### config.mk
export PLATFORM = sky130hd
export DESIGN_NAME = mac_dot_ctrl
export DESIGN_NICKNAME = d
export VERILOG_FILES = /design/src/rtl/mac_pkg.sv /design/src/rtl/mac_dot_ctrl.sv
export SDC_FILE = /design/constraint.sdc
export NUM_CORES = 1
export LEC_CHECK = 0
export ABC_AREA = 1
export BUFFER_PORTS_ARGS = -buffer_cell sky130_fd_sc_hd__buf_2
export CAP_MARGIN = 20
export CORE_MARGIN = 2
export CORE_UTILIZATION = 29
export CTS_CLUSTER_SIZE = 24
export DETAILED_ROUTE_END_ITERATION = 10
export GPL_TIMING_DRIVEN = 0
export SYNTH_ARGS = -nofsm -noshare
export SYNTH_HDL_FRONTEND = slang
export SYNTH_SLANG_ARGS = --single-unit
### constraint.sdc
create_clock -name clk -period 1.6 [get_ports clk]
set_input_delay 0.32 -clock clk [delete_from_list [all_inputs] [get_ports clk]]
set_output_delay 0.32 -clock clk [all_outputs]
set_load 0.01 [all_outputs]
### src/rtl/mac_pkg.sv
// rtl/mac_pkg.sv - shared constants, FSM state encoding and VEC_LEN bound for the dot-product MAC path
package mac_pkg;

    localparam int A_W     = 4;
    localparam int ACC_W   = 16;
    localparam int MUL_LAT = 3;

    typedef enum logic [1:0] {
        ST_CLEAR  = 2'd0,
        ST_FEED   = 2'd1,
        ST_DRAIN  = 2'd2,
        ST_RESULT = 2'd3
    } mac_state_e;

    // Largest vector length whose worst-case sum of (2**A_W-1)**2 products fits acc_w bits.
    function automatic int vec_len_max(input int acc_w);
        longint max_prod;
        longint acc_max;
        max_prod = longint'((2 ** A_W - 1) * (2 ** A_W - 1));
        acc_max  = (longint'(1) << acc_w) - 1;
        return int'(acc_max / max_prod);
    endfunction

endpackage

### src/rtl/mac_dot_ctrl.sv
// rtl/mac_dot_ctrl.sv - dot-product sequencer driving mac_4x4; MAC_DOT_ZSKIP_EN enables zero-operand skip
module mac_dot_ctrl
    import mac_pkg::*;
#(
    parameter int VEC_LEN = 4,
    parameter int MUL_LAT = mac_pkg::MUL_LAT,
    parameter int ACC_W   = mac_pkg::ACC_W
) (
    input  logic             clk,
    input  logic             rst,
    input  logic             in_valid,
    output logic             in_ready,
    input  logic [A_W-1:0]   in_a,
    input  logic [A_W-1:0]   in_b,
    output logic [A_W-1:0]   mac_a,
    output logic [A_W-1:0]   mac_b,
    output logic             mac_en,
    output logic             mac_clr,
    input  logic [ACC_W-1:0] mac_out,
    output logic             res_valid,
    input  logic             res_ready,
    output logic [ACC_W-1:0] res_data,
    output logic             busy
);

    localparam logic [1:0] CLEAR  = ST_CLEAR;
    localparam logic [1:0] FEED   = ST_FEED;
    localparam logic [1:0] DRAIN  = ST_DRAIN;
    localparam logic [1:0] RESULT = ST_RESULT;

    localparam int CNT_W = (VEC_LEN > 1) ? $clog2(VEC_LEN) : 1;
    localparam int DRN_W = $clog2(MUL_LAT + 2);
    localparam logic [CNT_W-1:0] LAST_ELEM  = CNT_W'(VEC_LEN - 1);
    localparam logic [DRN_W-1:0] DRAIN_LOAD = DRN_W'(MUL_LAT + 1);

    if (VEC_LEN < 1 || VEC_LEN > vec_len_max(ACC_W)) begin : g_bad_vec_len
        $error("mac_dot_ctrl: VEC_LEN out of range for ACC_W");
    end

    logic [1:0]       state;
    logic [CNT_W-1:0] elem_cnt;
    logic [DRN_W-1:0] drain_cnt;

    assign in_ready = (state == FEED);
    assign mac_clr  = (state == CLEAR) && !rst;
    assign busy     = !((state == FEED) && (elem_cnt == '0));

    always_ff @(posedge clk) begin
        if (rst) begin
            state     <= CLEAR;
            elem_cnt  <= '0;
            drain_cnt <= '0;
            mac_a     <= '0;
            mac_b     <= '0;
            mac_en    <= 1'b0;
            res_valid <= 1'b0;
            res_data  <= '0;
        end else begin
            mac_en <= 1'b0;
            case (state)
                CLEAR: state <= FEED;
                FEED: begin
                    if (in_valid) begin
`ifdef MAC_DOT_ZSKIP_EN
                        // A zero operand contributes nothing, so leave the multiplier idle.
                        if (in_a != '0 && in_b != '0) begin
                            mac_a  <= in_a;
                            mac_b  <= in_b;
                            mac_en <= 1'b1;
                        end
`else
                        mac_a  <= in_a;
                        mac_b  <= in_b;
                        mac_en <= 1'b1;
`endif
                        if (elem_cnt == LAST_ELEM) begin
                            elem_cnt  <= '0;
                            drain_cnt <= DRAIN_LOAD;
                            state     <= DRAIN;
                        end else begin
                            elem_cnt <= elem_cnt + 1'b1;
                        end
                    end
                end
                // Covers the last enable cycle, the multiplier stages and the accumulate edge.
                DRAIN: begin
                    if (drain_cnt == '0) begin
                        res_data  <= mac_out;
                        res_valid <= 1'b1;
                        state     <= RESULT;
                    end else begin
                        drain_cnt <= drain_cnt - 1'b1;
                    end
                end
                RESULT: begin
                    if (res_ready) begin
                        res_valid <= 1'b0;
                        state     <= CLEAR;
                    end
                end
                default: state <= CLEAR;
            endcase
        end
    end

endmodule

=== Yosys cells after proc, flatten, opt, wreduce, memory -nomap -nowiden ===
Cells that the tools add are included.

* Add/sub/neg operators: 2
* Equality and inequality tests: 9
* Muxes and demuxes: 14
* Bitwise gates (word level): 1
* Reductions and logical operators: 15

{| class="wikitable"
|+ Operator list
! kind !! count
|-
| two-way mux 2 bit || 5
|-
| two-way mux 3 bit || 3
|-
| inequality test 2 bit (second input constant) || 4
|-
| one-hot mux 2 bit (4 select lines) || 1
|-
| AND reduction 4 bit || 2
|-
| equality test 2 bit (second input constant) || 3
|-
| one-hot mux 3 bit (2 select lines) || 1
|-
| zero test 2 bit || 2
|-
| AND reduction 2 bit || 2
|-
| nonzero test 2 bit || 2
|-
| zero test 3 bit || 1
|-
| two-way mux 1 bit || 3
|-
| AND reduction 3 bit || 1
|-
| subtractor 3 x 1 -> 3 bit (second input constant) || 1
|-
| adder 2 x 1 -> 2 bit (second input constant) || 1
|-
| equality test 2 x 1 -> 1 bit (second input constant) || 1
|-
| logical AND 1 bit || 2
|-
| zero test 1 bit || 2
|-
| inequality test 2 x 1 -> 1 bit (second input constant) || 1
|-
| one-hot mux 1 bit (2 select lines) || 1
|-
| OR reduction 2 bit || 1
|-
| NOT 1 bit || 1
|}

* Bits in registers: 33
* Bits of input ports: 28

=== Longest topological paths before layout ===
* Depth in word-level cells: 4
* Mapped depth: 10
* Gate-level depth less buffers: 10

=== Worst setup path before layout ===
OpenSTA, ideal clock, no wires.

* Kind: register to register
* From: register drain_cnt[0]
* To: register drain_cnt[1]
* Setup time: 113 ps
* Arrival: 1,251 ps
* Data required time: 1,487 ps
* Path slack: 236 ps
* Stages on the path, launching flop included: 10
* Buffers on the path: 0
* Clock period less this slack: 1,364 ps
* Cells stage by stage: dfxtp_1 -> inv_1 -> ha_1 -> ha_1 -> nand2_2 -> o21ai_1 -> nor2_2 -> nand2_1 -> nand2_1 -> nor2_1

* Longest elaborated chain between the ends: 3
* Elaborated cells between the ends (all ways): 6

{| class="wikitable"
|+ RTL lines
! what !! line !! source
|-
| from (decl) || mac_dot_ctrl.sv:42 || <nowiki>logic [DRN_W-1:0] drain_cnt;</nowiki>
|-
| from (signal assigned) || mac_dot_ctrl.sv:92 || <nowiki>drain_cnt <= drain_cnt - 1'b1;</nowiki>
|-
| subtractor 3 x 1 -> 3 bit / zero test 3 bit (equally long branches) || mac_dot_ctrl.sv:92, mac_dot_ctrl.sv:87 ||
|-
| two-way mux 3 bit / inequality test 2 bit (equally long branches) || n/a ||
|-
| one-hot mux 3 bit (2 select lines) / AND reduction 4 bit (equally long branches) || n/a ||
|}

Parallel ways exist; a longest one is shown, timed or not. The select of a mux whose other input is x is not followed.
A chain may end at the register's enable or synchronous reset.

=== Worst setup path after layout ===
* From: register state[1]
* To: output port busy

* Longest elaborated chain between the ends: 3

{| class="wikitable"
|+ RTL lines
! what !! line !! source
|-
| from (decl) || mac_dot_ctrl.sv:40 || <nowiki>logic [1:0] state;</nowiki>
|-
| from (signal assigned) || mac_dot_ctrl.sv:50 || <nowiki>state <= CLEAR;</nowiki>
|-
| from (signal assigned) || mac_dot_ctrl.sv:61 || <nowiki>CLEAR: state <= FEED;</nowiki>
|-
| from (signal assigned) || mac_dot_ctrl.sv:79 || <nowiki>state <= DRAIN;</nowiki>
|-
| equality test 2 x 1 -> 1 bit || mac_dot_ctrl.sv:46 || <nowiki>assign busy = !((state == FEED) && (elem_cnt == '0));</nowiki>
|-
| logical AND 1 bit || mac_dot_ctrl.sv:46 ||
|-
| zero test 1 bit || mac_dot_ctrl.sv:46 ||
|-
| to (decl) || mac_dot_ctrl.sv:23 || <nowiki>output logic busy</nowiki>
|}

No other way between the ends.

==> flow_metrics.env <==
export IMPL_synth_async_reset_ratio_pct=0
export IMPL_timing_fmax_ghz=0.666
export IMPL_syn_inst=185
export IMPL_routed_wl_um=3120
export IMPL_clockRootBuffer="clkbuf_8"
export IMPL_cp_slowest_cell="dfxtp_1"
export IMPL_synth_most_common_cell="nor2_1"
export IMPL_timing_final_ws_setup_ps=99.6
export IMPL_grtUsageMet2_pct=19.0
export IMPL_critPathMaxStageDelay_ps=380
export IMPL_yosysWarnings=0
export IMPL_cts_post_setup_buffers_inserted=0
export IMPL_cts_tree="yes"
export IMPL_vdd_ir_drop_max_v=0.000525
export IMPL_vias_per_cell=4.25
export IMPL_p_total_w=0.00330
export IMPL_overflow=0
export IMPL_p_int_w=0.00211
export IMPL_crit_buf_inv=2
export IMPL_synth_edf_count=0
export IMPL_timing_rr_start="drain_cnt[0]"
export IMPL_r2r_slack_ps=130
export IMPL_initial_core_util_pct=30.8
export IMPL_top_usage_layer="met2"
export IMPL_cts_buffers=5
export IMPL_synth_top_cells_by_count="nor2_1, dfxtp_1, o21ai_0, nand2_1, inv_1"
export IMPL_hp_class="in2reg"
export IMPL_tightest_slew_ps=368
export IMPL_preCtsSetupSlack_ps=-1.51
export IMPL_final_max_slew_viol_count=0
export IMPL_path_clk_slew_ps=70
export IMPL_ctsHoldBuffers=0
export IMPL_use_met3_pct=3.04
export IMPL_use_met1_pct=15.4
export IMPL_fp_dieArea_sq_um=5280
export IMPL_syn_mean_instance_area_sq_um=7.39
export IMPL_startpoint="state[1]"
export IMPL_dp_hpwl_um=2250
export IMPL_path_delay_family="flip-flops"
export IMPL_setup_viol=0
export IMPL_drive_gt1_share_pct=28.9
export IMPL_crit_path_end_kind="primary output"
export IMPL_synth_area_leader_cell="dfxtp_1"
export IMPL_grt_pass1_vias=1073
export IMPL_ys_seq_area_share_pct=48.3
export IMPL_fin_area_sq_um=1840
export IMPL_antenna_left=0
export IMPL_tns_ps=0
export IMPL_gp_congestion=0.739
export IMPL_cts_sinks=33
export IMPL_arrival_ps=1180
export IMPL_drc=0
export IMPL_die_h_um=72.7
export IMPL_crit_type="reg2out"
export IMPL_wl_per_cell_um=10.4
export IMPL_dr_pass1_iters=4
export IMPL_postPlaceCellArea_sq_um=1710
export IMPL_port_buffers=56
export IMPL_fin_crit_sh_pct=93.8
export IMPL_max_slew_margin_rel_pct=75.5
export IMPL_worstPathRequired_ps=1280
export IMPL_power_density_nw_per_um2=1800
export IMPL_seqPwrFrac_pct=36.7
export IMPL_rsz0062_at_grt="no"
export IMPL_fin_crit_ps=1500
export IMPL_yosys_area_top_type_share_pct=48.3
export IMPL_drtIter0Drc=68
export IMPL_clockPowerShare_pct=24.4
export IMPL_worst_clock_skew_ps=5.23
export IMPL_path_max_fanout=4
export IMPL_outcome="finished, final reports clean"
export IMPL_coreArea_sq_um=4440
export IMPL_p_sw_share_pct=36.1
export IMPL_syn_to_final_growth_pct=34.5
export IMPL_clockBufferDepth=2
export IMPL_timing_max_cap_violations=0
export IMPL_num_rows=24
export IMPL_syn_area_sq_um=1370
export IMPL_clock_latency_ps=280
export IMPL_grt_max_degree=11
export IMPL_ys_top_cells_by_area="dfxtp_1, nor2_1, o21ai_0"
export IMPL_ios=57
export IMPL_via_count=1279
export IMPL_syn_nets=222
export IMPL_p_leak_nw=0.930
export IMPL_hold_start="rst"
export IMPL_nets=285
export IMPL_combPwrFrac_pct=38.9
export IMPL_htreeDepth=2
export IMPL_start_kind="flip-flop"
export IMPL_switchingPower_w=0.00119
export IMPL_diodes=0
export IMPL_hold_violations=0
export IMPL_synth_seq_cells=33
export IMPL_yosys_most_used_dff="dfxtp_1"
export IMPL_synth_cell_type_count=17
export IMPL_antenna_found_initial=0
export IMPL_grt_use_total_pct=12.3
export IMPL_path_cells="inv_1 > ha_1 > nand2_1 > buf_2"
export IMPL_grt_pass1_wl_um=4930
export IMPL_die_w_um=72.7
## per-layer routing
metal	vias up	part of all wire [%]
li1	695	-
met2	34	44
met1	544	48
met5	-	0
met3	6	4.8
met4	0	2.3
## placed cells by master (no fill, tap or decap)
cell	netlist	layout
nor2_1	62	62
nand3_1	2	2
clkinv_1	1	1
nand2_4	0	1
ha_1	9	8
nor2_2	1	1
clkbuf_2	1	1
dfxtp_2	0	1
nand2_1	22	22
inv_4	0	1
inv_1	17	17
buf_2	2	58
buf_6	1	1
a21oi_1	3	3
ha_2	0	1
o21ai_0	26	26
bufinv_16	0	1
dfxtp_1	33	32
o21ai_1	1	1
clkbuf_1	2	3
clkbuf_8	0	6
## logic make-up after synthesis
group                    after synthesis  share of synthesized area [%]
adder cells (fa/ha/maj)                9                           8.23
buffers and inverters                 25                           7.78
AO/OA/AOI/OAI                         30                           11.0
AND/OR/NAND/NOR                       88                           24.7
flip-flops                            33                           48.3
## flip-flops by register name, summed over array words and instances (netlist names)
name       flops
mac_en         1
mac_b          4
drain_cnt      3
state          2
res_data      16
elem_cnt       2
res_valid      1
mac_a          4
## cell type report
| type | instances | area (sq um) |
|---|---|---|
| inverter | 19 | 73.8 |
| clock inverter | 1 | 30.0 |
| multi-input combinational | 127 | 608 |
| buffer | 6 | 33.8 |
| fill | 481 | 2610 |
| sequential | 33 | 662 |
| timing repair buffer | 56 | 280 |
| tap | 52 | 65.1 |
| clock buffer | 7 | 86.3 |
## final timing paths
path / cells past startpoint / to
hold / removal: 2 / elem_cnt[0]
hold reg to reg: 2 / res_data[11]
setup / recovery: 4 / busy
setup reg to reg: 9 / drain_cnt[1]
## per-stage QoR
step	cells	hold slack, ps	util (%)
after CTS	301	255	41.3
final	301	256	41.4
after detailed placement	293	466	38.5
after global routing	301	254	41.4
after floorplan	185	389	-
after global placement	293	457	38.5
## power by group through the flow
stage / Clock (W) / Sequential (W) / Combinational [W]
after floorplan: 0 / 0.00131 / 0.000775
after global placement: 0 / 0.00122 / 0.00127
after detailed placement: 0 / 0.00123 / 0.00127
after CTS: 0.000835 / 0.00121 / 0.00129
after global routing: 0.000863 / 0.00124 / 0.00150
final: 0.000806 / 0.00121 / 0.00128
## worst reg2reg max path, stage by stage (launching register included)
cell and delay [ps]:
dfxtp_1 330, inv_1 50, ha_1 190, ha_1 220
nand2_4 150, o21ai_1 100, nor2_2 180, nand2_1 70
nand2_1 60, nor2_1 30
## timing repair
action / CTS / global route
pin swaps: 0 / 1
endpoints found under the setup margin: 6 / 17
resized for setup: 1 / 3
No activity file was read; power rests on OpenSTA's default activity.
